`src/rtl/ppu_pkg.sv`:
```
// Shared posit packing configuration: widths derived from N/ES, NaR constant, S1->S2 payload.
// Define NO_ES_FIELD for an ES==0 build (removes the exponent field entirely).
package ppu_pkg;

    localparam int N = 16;
`ifdef NO_ES_FIELD
    localparam int ES = 0;
`else
    localparam int ES = 1;
`endif
    localparam int ES_W         = (ES > 0) ? ES : 1;
    localparam int K_SIZE       = $clog2(N - 1) + 1;
    localparam int MANT_SIZE    = N - 3 - ES;
    localparam int REG_LEN_SIZE = $clog2(N + 1);

    function automatic logic [N-1:0] nar(input int n);
        return N'(1) << (n - 1);
    endfunction

    typedef struct packed {
        logic [N-2:0] body;
        logic         sign;
        logic         is_zero;
        logic         is_nar;
        logic         rnd;
        logic         stk;
        logic         oob;
        logic         k_pos;
        logic         k_neg;
    } s1_payload_t;

endpackage

```
`src/rtl/posit_body_assemble.sv`:
```
// Combinational regime/exponent/fraction assembly into the N-1 bit posit body.
// Zero latency; no flow control of its own.
// Purely combinational, so backpressure is handled entirely by the enclosing pipeline.
module posit_body_assemble
    import ppu_pkg::*;
(
    input  logic [K_SIZE-1:0]    k,
    input  logic [ES_W-1:0]      next_exp,
    input  logic [MANT_SIZE-1:0] frac,
    input  logic                 frac_en,
    output logic [N-2:0]         body
);

    int           kv;
    int           reg_len;
    int           pos;
    logic         run;
    logic [ES_W-1:0] exp_sh;
    logic [N-2:0] frac_ext;

    always_comb begin
        kv       = int'($signed(k));
        run      = !k[K_SIZE-1];
        reg_len  = run ? kv + 2 : 1 - kv;
        frac_ext = frac_en ? {{(N - 1 - MANT_SIZE){1'b0}}, frac} : '0;
        body     = '0;
        pos      = 0;
        exp_sh   = '0;
        // pos counts from the MSB; pattern bits past bit 0 simply fall off the end
        for (int i = 0; i < N - 1; i++) begin
            pos = N - 2 - i;
            if (pos < reg_len - 1) begin
                body[i] = run;
            end else if (pos == reg_len - 1) begin
                body[i] = !run;
            end else if (pos < reg_len + ES) begin
                exp_sh  = next_exp << (pos - reg_len);
                body[i] = exp_sh[ES_W-1];
            end else begin
                body[i] = frac_ext[i];
            end
        end
    end

endmodule

```
`src/rtl/posit_round_pack.sv`:
```
// Posit round/pack: assembles the body (S1), rounds to nearest even with saturation and applies sign (S2).
// Latency 2 cycles, 1/cycle throughput; output held stable while out_valid & !out_ready.
// Backpressure: each stage loads when empty or draining; ROUND_PACK_STATS_EN adds round-up/saturation counters.
module posit_round_pack
    import ppu_pkg::*;
(
    input  logic                 clk,
    input  logic                 rst_n,
    input  logic                 in_valid,
    output logic                 in_ready,
    input  logic                 sign,
    input  logic                 is_zero,
    input  logic                 is_nar,
    input  logic [K_SIZE-1:0]    k,
`ifndef NO_ES_FIELD
    input  logic [ES-1:0]        next_exp,
`endif
    input  logic [MANT_SIZE-1:0] frac,
    input  logic                 round_bit,
    input  logic                 sticky_bit,
    input  logic                 k_is_oob,
    input  logic                 non_zero_frac_field_size,
    output logic                 out_valid,
    input  logic                 out_ready,
    output logic [N-1:0]         posit
`ifdef ROUND_PACK_STATS_EN
    ,
    input  logic                 stats_clr,
    output logic [15:0]          cnt_round_up,
    output logic [15:0]          cnt_sat
`endif
);

    logic            s1_v, s2_v, s1_load, s2_load;
    logic [ES_W-1:0] exp_int;
    logic [N-2:0]    asm_body;
    s1_payload_t     s1_d, s1_q;
    logic [N-1:0]    posit_q;

`ifdef NO_ES_FIELD
    assign exp_int = '0;
`else
    assign exp_int = next_exp;
`endif

    posit_body_assemble u_asm (
        .k        (k),
        .next_exp (exp_int),
        .frac     (frac),
        .frac_en  (non_zero_frac_field_size),
        .body     (asm_body)
    );

    assign s2_load  = !s2_v || out_ready;
    assign s1_load  = !s1_v || s2_load;
    assign in_ready = s1_load;

    always_comb begin
        s1_d.body    = asm_body;
        s1_d.sign    = sign;
        s1_d.is_zero = is_zero;
        s1_d.is_nar  = is_nar;
        s1_d.rnd     = round_bit;
        s1_d.stk     = sticky_bit;
        s1_d.oob     = k_is_oob;
        s1_d.k_pos   = !k[K_SIZE-1] && (k != '0);
        s1_d.k_neg   = k[K_SIZE-1];
    end

    always_ff @(posedge clk or negedge rst_n) begin
        if (!rst_n) begin
            s1_v <= 1'b0;
            s1_q <= '0;
        end else if (s1_load) begin
            s1_v <= in_valid;
            if (in_valid) s1_q <= s1_d;
        end
    end

    logic         inc;
    logic [N-2:0] body_sat, body_rnd;
    logic [N-1:0] u, res;

    always_comb begin
        body_sat = s1_q.body;
        if (s1_q.oob && s1_q.k_pos)      body_sat = '1;
        else if (s1_q.oob && s1_q.k_neg) body_sat = (N-1)'(1);
        // all-ones body must not carry into the NaR pattern
        inc      = s1_q.rnd && (s1_q.stk || s1_q.body[0]) && !s1_q.oob && !(&s1_q.body);
        body_rnd = body_sat + (N-1)'(inc);
        if (body_rnd == '0) body_rnd = (N-1)'(1);
        u   = {1'b0, body_rnd};
        res = s1_q.sign ? -u : u;
        if (s1_q.is_nar)       res = nar(N);
        else if (s1_q.is_zero) res = '0;
    end

    always_ff @(posedge clk or negedge rst_n) begin
        if (!rst_n) begin
            s2_v    <= 1'b0;
            posit_q <= '0;
        end else if (s2_load) begin
            s2_v <= s1_v;
            if (s1_v) posit_q <= res;
        end
    end

    assign out_valid = s2_v;
    assign posit     = posit_q;

`ifdef ROUND_PACK_STATS_EN
    logic s2_inc, s2_oob;

    always_ff @(posedge clk or negedge rst_n) begin
        if (!rst_n) begin
            s2_inc       <= 1'b0;
            s2_oob       <= 1'b0;
            cnt_round_up <= '0;
            cnt_sat      <= '0;
        end else begin
            if (s2_load && s1_v) begin
                s2_inc <= inc && !s1_q.is_nar && !s1_q.is_zero;
                s2_oob <= s1_q.oob;
            end
            if (stats_clr) begin
                cnt_round_up <= '0;
                cnt_sat      <= '0;
            end else if (s2_v && out_ready) begin
                if (s2_inc && cnt_round_up != 16'hFFFF) cnt_round_up <= cnt_round_up + 16'd1;
                if (s2_oob && cnt_sat != 16'hFFFF)      cnt_sat      <= cnt_sat + 16'd1;
            end
        end
    end
`endif

endmodule

```
`config.mk`:
```
export PLATFORM = sky130hd
export DESIGN_NAME = posit_round_pack
export DESIGN_NICKNAME = d
export VERILOG_FILES = /design/src/rtl/ppu_pkg.sv /design/src/rtl/posit_body_assemble.sv /design/src/rtl/posit_round_pack.sv
export SDC_FILE = /design/constraint.sdc
export NUM_CORES = 1
export LEC_CHECK = 0
export CORE_ASPECT_RATIO = 1.75
export CORE_MARGIN = 4
export CORE_UTILIZATION = 56
export DETAILED_ROUTE_END_ITERATION = 10
export PLACE_DENSITY_LB_ADDON = 0.08
export SYNTH_ARGS = -nofsm -noshare
export SYNTH_HDL_FRONTEND = slang
export SYNTH_SLANG_ARGS = --single-unit
```
`constraint.sdc`:
```
create_clock -name clk -period 4.45 [get_ports clk]
set_clock_uncertainty 0.2 [all_clocks]
set_input_delay 0.89 -clock clk [delete_from_list [all_inputs] [get_ports clk]]
set_output_delay 0.89 -clock clk [all_outputs]
set_load 0.05 [all_outputs]
```
## Word level (Yosys, flattened, before mapping)

Index checks and enable logic that the tools add are counted.
W data, S select, Z words.

- Add/sub/neg operators: 21
- Multipliers: 0
- Divide/modulo/power cells: 0
- Magnitude comparators: 30
- Equality and inequality tests: 14
- Shift-type cells: 15
- Mux-type cells: 53
- Bitwise operators: 0
- Reductions and logical operators: 20

Operators with widths:

| cell | number |
|---|---|
| $shl A1 B32 Y1 | 15 |
| $lt A5 B32 Y1 const A | 14 |
| $lt A4 B32 Y1 const A | 8 |
| $eq A5 B32 Y1 const A | 7 |
| $sub A5 B32 Y32 const A | 7 |
| $eq A4 B32 Y1 const A | 4 |
| $lt A3 B32 Y1 const A | 4 |
| $sub A4 B32 Y32 const A | 4 |
| $eq A3 B32 Y1 const A | 2 |
| $lt A1 B32 Y1 const A | 2 |
| $lt A2 B32 Y1 const A | 2 |
| $sub A3 B32 Y32 const A | 2 |
| $mux W16 | 3 |
| $mux W1 | 45 |
| $mux W15 | 3 |
| $add A32 B2 Y32 const B | 1 |
| $eq A2 B32 Y1 const A | 1 |
| $logic_not A32 Y1 | 1 |
| $mux W32 | 1 |
| $sub A1 B32 Y32 const A | 1 |
| $sub A2 B32 Y32 const A | 1 |
| $sub A32 B2 Y32 const B | 1 |
| $neg A15 Y16 | 1 |
| $add A15 B1 Y15 | 1 |
| other kinds (10) | 22 |

- Bits in registers: 41
- Bits in latches: 0
- RAM bits: 0
- Memory bits (read-only): 0
- Input port bits: 29
- Output and inout bits: 18
- Word-level logic and storage cells: 165
- Memories kept: 0

## Longest topological paths before layout

Gate-level depths: netlist of the first run.

- Word-level depth: 11
- Mapped depth: 25
- Gate-level depth less buffers: 21

## Cells and area by module

A second synthesis of the first run with hierarchy kept.

- Cells, all modules: 923
- Area total of the unflattened synthesis: 7066.8 sq um

Modules (own cells, without submodules):

| module | times used | cells an instance | area an instance (sq um) | sequential area each (sq um) |
|---|---|---|---|---|
| posit_body_assemble | 1 | 633 | 4327.9 | 0.0 |
| posit_round_pack | 1 | 290 | 2738.9 | 1026.0 |

## Least setup slack after synthesis of the first run

No wires, ideal clock.

- Path kind: in2reg
- Start: input k[1]
- End: register s1_q[12] (netlist bit)
- Arrival: 5877 ps
- Setup slack: -1752 ps
- Stages on the path: 25
- Buffers on the path: 5
- Path through: buf_2 buf_6 inv_1 ha_1 and2_1 o21ai_0 nand2_1 inv_2 clkbuf_1 ha_1 clkbuf_1 nand2_1 inv_1 ha_1 nand2b_1 nand3_1 ha_1 nor4b_1 and4b_1 a21bo_2 clkbuf_1 o21ai_0 nor4b_1 a311oi_1 mux2_2

- Cells in the longest elaborated chain, start to end: 7
- Elaborated cells between the ends (all ways): 13
- Those cells by class: add/sub (5); order compare (2); eq/ne (1); shift (1); mux (4)

Ends and longest elaborated chain:

| item | line | RTL |
|---|---|---|
| from (decl) | posit_round_pack.sv:14 | `input logic [K_SIZE-1:0] k,` |
| $add A5 B3 Y6 / $sub A2 B5 Y6 (equally long branches) | posit_body_assemble.sv:24 | `reg_len = run ? kv + 2 : 1 - kv;` |
| $mux W32 * | posit_body_assemble.sv:24 |  |
| $add A32 B2 Y32 / $sub A5 B32 Y32 (equally long branches) | posit_body_assemble.sv:36, posit_body_assemble.sv:37 |  |
| $lt A5 B32 Y1 / $shl A1 B32 Y1 (equally long branches) | posit_body_assemble.sv:36, posit_body_assemble.sv:37 |  |
| $mux W1 | posit_body_assemble.sv:36 | `end else if (pos < reg_len + ES) begin` |
| $mux W1 | posit_body_assemble.sv:34 | `end else if (pos == reg_len - 1) begin` |
| $mux W1 * | posit_body_assemble.sv:32 | `if (pos < reg_len - 1) begin` |
| to (signal assigned) | posit_round_pack.sv:73 | `s1_q <= '0;` |
| to (signal assigned) | posit_round_pack.sv:76 | `if (in_valid) s1_q <= s1_d;` |
| to (decl) | posit_round_pack.sv:37 | `s1_payload_t s1_d, s1_q;` |

Mark *: on every way between the ends. The rest lies on a longest branch, timed or not.
A chain may end at the register's enable or synchronous reset.

## Worst setup path after layout of the first run

- Start: register s1_q[20] (netlist bit)
- End: register posit_q[12] (netlist: posit[12])

- Cells in the longest elaborated chain, start to end: 10
- Elaborated cells between the ends (all ways): 12
- Those cells by class: add/sub (2); mux (6); reduce/logical (4)

Ends and longest elaborated chain:

| item | line | RTL |
|---|---|---|
| $reduce_and A15 Y1 | posit_round_pack.sv:89 | `inc = s1_q.rnd && (s1_q.stk \|\| s1_q.body[0]) && !s1_q.oob && !(&s1_q.body);` |
| $logic_not A1 Y1 | posit_round_pack.sv:89 |  |
| $logic_and A1 B1 Y1 | posit_round_pack.sv:89 |  |
| $add A15 B1 Y15 * | posit_round_pack.sv:90 | `body_rnd = body_sat + (N-1)'(inc);` |
| $logic_not A15 Y1 | posit_round_pack.sv:91 | `if (body_rnd == '0) body_rnd = (N-1)'(1);` |
| $mux W15 * | posit_round_pack.sv:91 |  |
| $neg A15 Y16 | posit_round_pack.sv:93 | `res = s1_q.sign ? -u : u;` |
| $mux W16 * | posit_round_pack.sv:93 |  |
| $mux W16 * | posit_round_pack.sv:95 | `else if (s1_q.is_zero) res = '0;` |
| $mux W16 * | posit_round_pack.sv:94 | `if (s1_q.is_nar) res = nar(N);` |
| to (signal assigned) | posit_round_pack.sv:104 | `if (s1_v) posit_q <= res;` |
| to (decl) | posit_round_pack.sv:38 | `logic [N-1:0] posit_q;` |

Marks and branches as above.

==> results of run 1 <==
worst paths after layout:
check,start,endpoint,slack (ns)
setup reg to reg,s1_q[20],posit[12],-0.35
hold reg to reg,posit[15],posit[15],0.28
min in group asynchronous,rst_n,s1_q[6],0.54
max in group asynchronous,rst_n,posit[14],2.90
setup / recovery,s1_q[20],posit[12],-0.35
hold / removal,posit[15],posit[15],0.28
flip-flops by register name, indices dropped and copies added (netlist names):
register,flops
out_valid,1
s1_v,1
s1_q,23
posit,16
power breakdown:
group	internal, mW	leakage (nW)	total, mW	switching [mW]
combinational	0.725	4.33	1.68	0.957
sequential	0.439	0.520	0.491	0.0525
clock	0.280	0.0831	0.443	0.162
layout by cell type (no fill, tap or decap), drive strengths merged, types with 11 or more instances in the layout:
master,count
a21oi,48
a31oi,15
and2,11
buf,231
clkdlybuf4s50,40
conb,123
dfrtp,41
ha,133
inv,27
nand2,152
nand2b,14
nand3,21
nand4,34
nor2,48
nor3,30
nor4,23
nor4b,13
o211ai,12
o21ai,50
o31ai,12
xnor2,18
kinds of logic after synthesis:
| group | Yosys count | share of synthesized area |
|---|---|---|
| and+or+nand+nor | 413 | 0.298 |
| DFF | 41 | 0.140 |
| AOI/OAI and AO/OA | 223 | 0.217 |
| adders and majority gates | 133 | 0.227 |
| other | 2 | 0.00103 |
| xor gates and xnor gates | 28 | 0.0373 |
| muxes | 17 | 0.0263 |
| buffers and inverters | 89 | 0.0528 |
worst register-to-register path, cell delays in order, from the launching register on:
cell and delay (ns):
dfrtp_1 0.38, nand4_1 0.19, or2_4 0.19, nor4_4 0.05
nor4b_4 0.29, ha_2 0.27, buf_6 0.11, nand3_4 0.06
or3_4 0.37, or4_4 0.44, a31oi_4 0.15, or3_4 0.15
nor4_2 0.04, buf_4 0.18, nor2_4 0.12, ha_4 0.14
nand3b_1 0.13, or4_4 0.50, buf_4 0.18, o41ai_4 0.25
xor2_1 0.18, o21ai_1 0.07
repair_timing:
action | in CTS | in global routing
resized for setup | 49 | 76
endpoints found under the setup margin | 25 | 24
buffers inserted | 9 | 3
pin swaps | 24 | 44
per-stage QoR:
stage	total power, mW	worst slack, ns	hold WS, ns	instance area (um2)
floorplan	1.39	-0.198	0.238	8120
global placement	1.96	-0.750	0.263	10000
detailed placement	2.00	-0.837	0.268	10000
CTS	2.49	-0.281	0.291	10500
global route	2.76	-0.486	0.316	10800
finish	2.62	-0.350	0.282	10800
cell type report:
class                           count  area [um2]
Fill cell                         837        2030
Clock inverter                      2        37.5
Tap cell                          171         214
Multi-Input combinational cell    937        7070
Sequential cell                    41        1030
Clock buffer                        6         139
Timing Repair Buffer              273        2230
Inverter                           30         121
routing by layer:
layer,vias to the layer above,global-route usage,part of all wire
li1,4118,-,-
met1,4186,0.357,0.31
met2,461,0.706,0.52
met3,213,0.0539,0.064
met4,0,0.356,0.11
met5,-,0,0
==> results.ini, run 1 <==
[clock_tree]
cts_root_buffer=clkbuf_16
cts.sinks=41
cts_tree=done
path_clk_slew_ns=0.07
htreeDepth=2
clk_latency_ns=0.30
hold_buffers=0
cts.path.max_buffers=2
cts_made_buffers=5

[placed_design]
placed_cells=1442
place.gp.congestion=1.05
port_buffers=46
hpwl_mm=22.5

[routing]
drt_iter0_markers=541
drc=0
vias=8978
drt-pass1-iter-count=6
ant_nets=0
routed_via_density=6.15
wl_mm=29.4
avgRoutedWirePerCell_um=20.2

[yosys]
ys_warn_count=0
ys_top_cells_by_count=152 x nand2_1, 133 x ha_1, 47 x nor2_1
yosysTopAreaCell=ha_1
synthCells=946
synth_ff_type=dfrtp_1
ys_types=98
yosys.cell_count.top_type=nand2_1
ys_seq_elements=41
synth_seq_area_share=0.140
synth-edff-count=0
synth_area_per_cell_um2=7.74
synth_area_leaders=ha_1 23%, dfrtp_1 14%, nand2_1 7.8%
syn-cell-area_um2=7320
async_flop_share=1.00
synth.top_cell.area_share=0.227

[critical_path]
critical_path_required_ns=4.41
critPathTopFamily=simple AND/OR/NAND/NOR gates
crit_path_start_kind=flop
cp_slowest_cell=or4_4
cp.depth=21
cp-end-kind=flop
worst-setup-path-type=flop to flop
path_buf_inv=3
path_max_fanout=4
cp_data_arrival_time_ns=4.76
cp_cell_sequence=nand4_1 > or2_4 > nor4_4 > nor4b_4 > ha_2 > buf_6 > nand3_4 > or3_4 > or4_4 > a31oi_4 > or3_4 > nor4_2 > buf_4 > nor2_4 > ha_4 > nand3b_1 > or4_4 > buf_4 > o41ai_4 > xor2_1 > o21ai_1
rr_worst_depth=21
cp_slowest_stage_delay_ns=0.50

[cells_and_area]
drive_above_1_share=0.288
area_delta_synth_final_pct=48.0
fin_cells=1460
diodes=0
utilization=0.842
num-nets-final=1450

[power]
power.density_nw_per_um2=241
ir_drop_mv=0.243
leakage_nw=4.93

[floorplanning]
fp-row-count=55
dieWidth_um=94.4
start_util=0.569
dieArea_um2=15000
die_h_um=159
ioPinCount=47
coreArea_um2=12900

[timing]
slew_violations=0
min_period_over_period=1.08
finalHoldViolCount=0
worst_pin_slew_ns=0.971
relSlewSlack=0.353
max_freq_ghz=0.208
setup_tns_ns=-1.73
setup_violations=6
fin_crit_ns=4.80
setup_slack_ns=-0.350
rsz0062_at_grt=yes

[grt]
grt_pass1_vias=9088
antenna_found_initial=0
grt-ovfl-total=0
grt_pass1_wl_mm=45.4
grtUsageTotal=0.389
grt_start_max_net_pins=42

[worst_hold_path]
whs_path_depth=2
hp-class=flop to flop

[outcome]
failed_checks=negative setup slack
status=finished, violations left

[job]
drv_cap=0

No activity file was read; power rests on OpenSTA's default activity.
==> run 2, diff against run 1 <==
--- a/config.mk
+++ b/config.mk
@@ -12,4 +12,5 @@
 export PLACE_DENSITY_LB_ADDON = 0.08
 export SYNTH_ARGS = -nofsm -noshare
 export SYNTH_HDL_FRONTEND = slang
+export SYNTH_HIERARCHICAL = 1
 export SYNTH_SLANG_ARGS = --single-unit
==> results.ini, run 2 <==
[power]
leakage_nw=4.32  ; -12%
swShare=0.478  ; +0.0300
intPower_mw=1.52  ; +5.1%
p_comb_frac=0.694  ; +0.051
power_switching_mw=1.39  ; +19%
p_clk_frac=0.128  ; -0.041
power_frac_seq=0.178  ; -0.010
ir_drop_mv=0.173  ; -29%
power.density_nw_per_um2=291  ; +20%

[yosys]
ys_seq_elements=41  ; unchanged
synth-edff-count=0  ; unchanged
ys_warn_count=6  ; +6
yosysTopAreaCell=ha_1
synth.top_cell.area_share=0.198  ; -0.0290
yosys.cell_count.top_type=nand2_1
async_flop_share=1.00  ; unchanged
syn-cell-area_um2=7070  ; -3.5%
synth_area_per_cell_um2=7.66  ; -1.1%
synth_ff_type=dfrtp_1
synthCells=923  ; -2.4%
ys_types=86  ; -12%
synth_seq_area_share=0.145  ; +0.00506
synth_area_leaders=ha_1 20%, dfrtp_1 15%, nand2_1 6.4%
ys_top_cells_by_count=120 x nand2_1, 112 x ha_1, 60 x o21ai_0

[critical_path]
critPathTopFamily=simple AND/OR/NAND/NOR gates
reg2reg_to=posit[12]
cp.depth=21  ; unchanged
crit_top_cell=inv_2
crit_path_start_kind=input pin
cp_slowest_cell=or4b_1
timing.rr.start=s1_q[17]
regToRegSetupSlack_ns=0.04  ; +0.39 ns
worst-setup-path-type=input pin to flop
startpoint=k[4]
cp_cell_sequence=clkbuf_4 > buf_4 > inv_2 > ha_1 > a22oi_2 > inv_2 > nor2_4 > inv_2 > nor2_4 > ha_4 > o21a_1 > ha_4 > nor4b_4 > nand4_1 > nor3_2 > o21a_1 > nand2_4 > or4b_1 > nand3_1 > o21ai_1 > mux2_4
crit_end=s1_q[20]
critical_path_required_ns=4.43  ; +0.02 ns
rr_worst_depth=20  ; -4.8%
cp-end-kind=flop
path_max_fanout=7  ; +3
path_buf_inv=5  ; +2
cp_slowest_stage_delay_ns=0.51  ; about the same
cp_data_arrival_time_ns=4.56  ; -0.20 ns

[outcome]
failed_checks=negative setup slack
status=finished, violations left

[floorplanning]
ioPinCount=47  ; unchanged
start_util=0.568  ; about the same
dieWidth_um=92.9  ; -1.6%
fp-row-count=54  ; -1.8%
dieArea_um2=14600  ; -3.3%
coreArea_um2=12400  ; -3.4%
die_h_um=157  ; -1.7%

[clock_tree]
path_clk_slew_ns=0.06  ; about the same
cts_root_buffer=clkbuf_16
cts_tree=done
cts.path.max_buffers=2  ; unchanged
htreeDepth=2  ; unchanged
clk_latency_ns=0.30  ; about the same
cts_made_buffers=5  ; unchanged
cts.sinks=41  ; unchanged

[grt]
grtUsageTotal=0.426  ; +0.0367
grt_pass1_vias=9157  ; +0.76%
grt_start_max_net_pins=42  ; unchanged
grt_pass1_wl_mm=47.6  ; +4.8%
antenna_found_initial=0  ; unchanged
grt-ovfl-total=0  ; unchanged

[worst_hold_path]
whs_path_depth=2  ; unchanged
hp-class=flop to flop

[routing]
ant_nets=0  ; unchanged
wl_mm=32.4  ; +10%
avgRoutedWirePerCell_um=24.4  ; +21%
routed_via_density=6.98  ; +14%
vias=9265  ; +3.2%
drt_iter0_markers=910  ; +68%
drt-pass1-iter-count=8  ; +2
drc=0  ; unchanged

[timing]
setup_slack_ns=-0.127  ; +0.222 ns
max_freq_ghz=0.218  ; +4.9%
worst_pin_slew_ns=1.10  ; +0.128 ns
fin_crit_ns=4.58  ; -0.222 ns
relSlewSlack=0.265  ; -0.0872
finalHoldViolCount=0  ; unchanged
slew_violations=0  ; unchanged
setup_violations=4  ; -2
rsz0062_at_grt=yes
min_period_over_period=1.03  ; -0.0500

[placed_design]
place.gp.congestion=1.20  ; +15%
placed_cells=1301  ; -9.8%
hpwl_mm=24.0  ; +6.4%
dpl-instance-area_um2=9250  ; -7.9%
port_buffers=46  ; unchanged

[cells_and_area]
n_fill_cell=863  ; +3.1%
final_area_um2=10000  ; -7.8%
top_register=s1_q
final_cell_mix=221 x buf_4, 118 x nand2_1, 102 x ha_1
fin_cells=1327  ; -9.1%
drive_above_1_share=0.317  ; +0.0288
largest_register_ffs=23  ; unchanged
num-nets-final=1299  ; -10%
area_delta_synth_final_pct=41.4
diodes=0  ; unchanged
final_common_cell=buf_4

[job]
drv_cap=0  ; unchanged

run 2: cell types whose count changed after synthesis, moves of 6 or more:
cell / delta
nor4b_1: +7
nor2_1: +6
mux2_2: +15
a21oi_1: +6
nand3_1: +9
nand2_1: -32
ha_1: -21
xnor2_1: -8
o21ai_0: +17
and4_1: +7
run 2: cell families after synthesis:
| family | after synthesis | share of synthesized area |
|---|---|---|
| and+or+nand+nor | 379 | 0.287 |
| AOI/OAI and AO/OA | 248 | 0.239 |
| adders and majority gates | 112 | 0.198 |
| buffers and inverters | 88 | 0.0522 |
| DFF | 41 | 0.145 |
| muxes | 35 | 0.0536 |
| xor gates and xnor gates | 19 | 0.0246 |
| other | 1 | 0.000531 |
run 2: timing repair:
action | in CTS | in global routing
pin swaps | 19 | 22
hold buffers | 0 | 0
setup buffers | 12 | 9
gates cloned | 0 | 0
gates resized for setup | 47 | 70
endpoints found under the setup margin | 20 | 22
run 2: worst min path at each step:
stage / start / end
2_1_floorplan: s1_v / out_valid
3_3_place_gp: posit[5] / posit[5]
3_5_place_dp: posit[14] / posit[14]
4_1_cts: posit[14] / posit[14]
5_1_grt: posit[7] / posit[7]
6_report: posit[14] / posit[14]
run 2: worst min-delay path, delay by kind of cell (launching register included):
kind	cells	cell delay, ns
compound gates	1	0.06
flops	1	0.34
simple gates	1	0.05
run 2: per-stage QoR:
stage | total power, mW | hold WS [ns] | setup WS, ns | TNS, ns | util
after floorplan | 1.53 | 0.257 | -0.707 | -6.25 | -
after global placement | 2.24 | 0.264 | -1.05 | -13.43 | 0.744
after detailed placement | 2.31 | 0.275 | -1.21 | -15.96 | 0.744
after CTS | 2.73 | 0.289 | -0.0614 | -0.0845 | 0.772
after global routing | 3.05 | 0.319 | -0.420 | -3.10 | 0.804
final | 2.91 | 0.283 | -0.127 | -0.281 | 0.804
run 2: power by group through the flow:
stage	clock [mW]	sequential, mW	combinational, mW
6_report	0.372	0.517	2.02
3_3_place_gp	0	0.511	1.73
4_1_cts	0.372	0.512	1.84
5_1_grt	0.383	0.526	2.14
3_5_place_dp	0	0.518	1.80
2_1_floorplan	0	0.638	0.894
run 2: area by class of cell:
cell class | instances | area [um2] | share of cell area
tap | 168 | 210 | 0.0210
inverter | 30 | 118 | 0.0118
clock buffer | 5 | 125 | 0.0125
sequential | 41 | 1030 | 0.103
multi-input combinational | 800 | 6190 | 0.620
timing repair buffer | 280 | 2300 | 0.230
clock inverter | 3 | 21.3 | 0.00213
run 2: per-layer routing:
| layer | track usage | share of wire | vias to the layer above |
|---|---|---|---|
| met5 | 0 | 0 | - |
| met4 | 0.440 | 0.13 | 0 |
| met3 | 0.105 | 0.090 | 342 |
| met2 | 0.760 | 0.49 | 721 |
| met1 | 0.364 | 0.29 | 4238 |
| li1 | - | - | 3964 |
==> run 3, diff against run 2 <==
--- a/config.mk
+++ b/config.mk
@@ -8,8 +8,10 @@
 export CORE_ASPECT_RATIO = 1.75
 export CORE_MARGIN = 4
 export CORE_UTILIZATION = 56
+export CTS_CLUSTER_SIZE = 12
 export DETAILED_ROUTE_END_ITERATION = 10
 export PLACE_DENSITY_LB_ADDON = 0.08
+export SKIP_LAST_GASP = 1
 export SYNTH_ARGS = -nofsm -noshare
 export SYNTH_HDL_FRONTEND = slang
 export SYNTH_HIERARCHICAL = 1
==> results.ini, run 3 (same netlist as run 2, synthesis figures left out) <==
[grt]
antenna_found_initial=0  ; unchanged
grt_start_max_net_pins=42  ; unchanged
grt_use_met1=0.357  ; -0.00685
grt_pass1_wl_mm=47.6  ; about the same
grt-ovfl-total=0  ; unchanged
grtUsageTotal=0.427  ; +0.00119
grt_busiest_layer=met2
grt.met2_usage=0.760  ; about the same
grt_pass1_vias=9125  ; -0.35%
met3_usage=0.119  ; +0.0139

[routing]
wl_mm=32.3  ; -0.36%
vias=9175  ; -0.97%
drt-pass1-iter-count=6  ; -2
routed_via_density=6.89  ; -1.3%
avgRoutedWirePerCell_um=24.3  ; -0.66%
ant_nets=0  ; unchanged
drt_iter0_markers=758  ; -17%
drc=0  ; unchanged

[cells_and_area]
final_area_um2=9970  ; -0.23%
final_common_cell=buf_4
top_register=s1_q
drive_above_1_share=0.317  ; +0.000631
largest_register_ffs=23  ; unchanged
area_delta_synth_final_pct=41.1
final_cell_mix=227 x buf_4, 118 x nand2_1, 103 x ha_1
utilization=0.802  ; -0.00181
num-nets-final=1303  ; +0.31%
fin_cells=1331  ; +0.30%
diodes=0  ; unchanged

[critical_path]
crit_path_start_kind=input pin
worst-setup-path-type=input pin to flop
path_buf_inv=6  ; +1
crit_top_cell=buf_4
cp-end-kind=flop
path_max_fanout=4  ; -3
cp_slowest_cell=o32ai_2
cp_slowest_stage_delay_ns=0.37  ; -0.14 ns
critical_path_required_ns=4.48  ; +0.05 ns
cp_data_arrival_time_ns=4.61  ; +0.05 ns
cp_cell_sequence=buf_8 > buf_4 > nand4b_1 > o31ai_4 > nor3_4 > inv_2 > nor2_1 > inv_1 > nor2_4 > ha_1 > a21o_1 > ha_1 > nor2b_1 > and4_1 > nand3_1 > nor3_1 > buf_4 > buf_4 > a21oi_1 > o32ai_2 > mux2_2
critPathTopFamily=simple AND/OR/NAND/NOR gates

[floorplanning]
coreArea_um2=12400  ; unchanged
die_h_um=157  ; unchanged
ioPinCount=47  ; unchanged
start_util=0.568  ; unchanged
fp-row-count=54  ; unchanged
dieArea_um2=14600  ; unchanged
dieWidth_um=92.9  ; unchanged

[outcome]
status=finished, violations left
failed_checks=negative setup slack

[clock_tree]
hold_buffers=0  ; unchanged
cts.path.max_buffers=2  ; unchanged
cts_made_buffers=5  ; unchanged
path_clk_slew_ns=0.06  ; about the same
cts_tree=done
cts.sinks=41  ; unchanged
htreeDepth=2  ; unchanged
cts_root_buffer=clkbuf_16
clk_latency_ns=0.30  ; about the same

[timing]
max_freq_ghz=0.218  ; about the same
setup_violations=7  ; +3
fin_crit_ns=4.58  ; +0.00178 ns
min_period_over_period=1.03  ; about the same
rsz0062_at_grt=yes
finalHoldViolCount=0  ; unchanged
setup_slack_ns=-0.129  ; -0.00178 ns
relSlewSlack=0.280  ; +0.0145
worst_pin_slew_ns=1.08  ; -0.0217 ns
slew_violations=0  ; unchanged
fin_hold_ws_ns=0.283  ; +0.000117 ns
setup_tns_ns=-0.421  ; -0.139 ns

[power]
leakage_nw=4.30  ; -0.57%
power.density_nw_per_um2=291  ; +0.15%
power.total_mw=2.90  ; about the same
ir_drop_mv=0.173  ; -0.13%

[worst_hold_path]
hp-class=flop to flop

[placed_design]
dpl-instance-area_um2=9250  ; unchanged
place.gp.congestion=1.20  ; unchanged
placed_cells=1301  ; unchanged
hpwl_mm=24.0  ; unchanged
post-place-ws_ns=-1.21  ; unchanged
port_buffers=46  ; unchanged

[job]
drv_cap=0  ; unchanged

## run 3: path summary, 6_finish.rpt
path                       slack (ns)         to  startpoint  cells past startpoint
max                             -0.13   s1_q[11]        k[2]                     21
min                              0.28  posit[14]   posit[14]                      2
max reg2reg                      0.18  posit[12]    s1_q[17]                     20
min reg2reg                      0.28  posit[14]   posit[14]                      2
max in group asynchronous        2.89  posit[10]       rst_n                      1
min in group asynchronous        0.54    s1_q[6]       rst_n                      1
## run 3: cell type report
cell class | instances | area (um2)
Clock inverter | 3 | 21.3
Multi-Input combinational cell | 800 | 6160
Fill cell | 864 | 2460
Timing Repair Buffer | 284 | 2320
Clock buffer | 5 | 125
Sequential cell | 41 | 1030
Inverter | 30 | 118
Tap cell | 168 | 210
## run 3: report_power, final
part / leakage (nW) / internal (mW) / switching (mW)
Combinational: 3.72 / 0.859 / 1.16
Sequential: 0.508 / 0.453 / 0.0659
Clock: 0.0702 / 0.209 / 0.162
## run 3: worst reg2reg max path, stage by stage (launching register included)
cell and delay (ns):
dfrtp_1 0.38, nand4_1 0.19, nor2_4 0.25, nand4_1 0.15, nor4bb_4 0.19, ha_2 0.22
buf_4 0.15, ha_1 0.23, and4_1 0.22, a311oi_1 0.27, o2bb2ai_1 0.23, a311oi_4 0.08
nand2b_4 0.09, nor2_2 0.05, a31oi_2 0.22, ha_1 0.21, nand2_1 0.09, buf_4 0.17
o41ai_2 0.32, xnor2_1 0.17, o21ai_1 0.08
## run 3: timing repair
action                     4_1_cts  5_1_grt
setup endpoints to repair       20       23
pin swaps                       19       18
gates resized for setup         46       64
buffers inserted                12       12
## run 3: per-layer routing
metal  wire (um)  share of wire  vias to the layer above
met5           0              0                        -
met4        4310           0.13                        0
met3        2790          0.086                      320
met2       15800           0.49                      655
met1        9410           0.29                     4229
li1            -              -                     3971
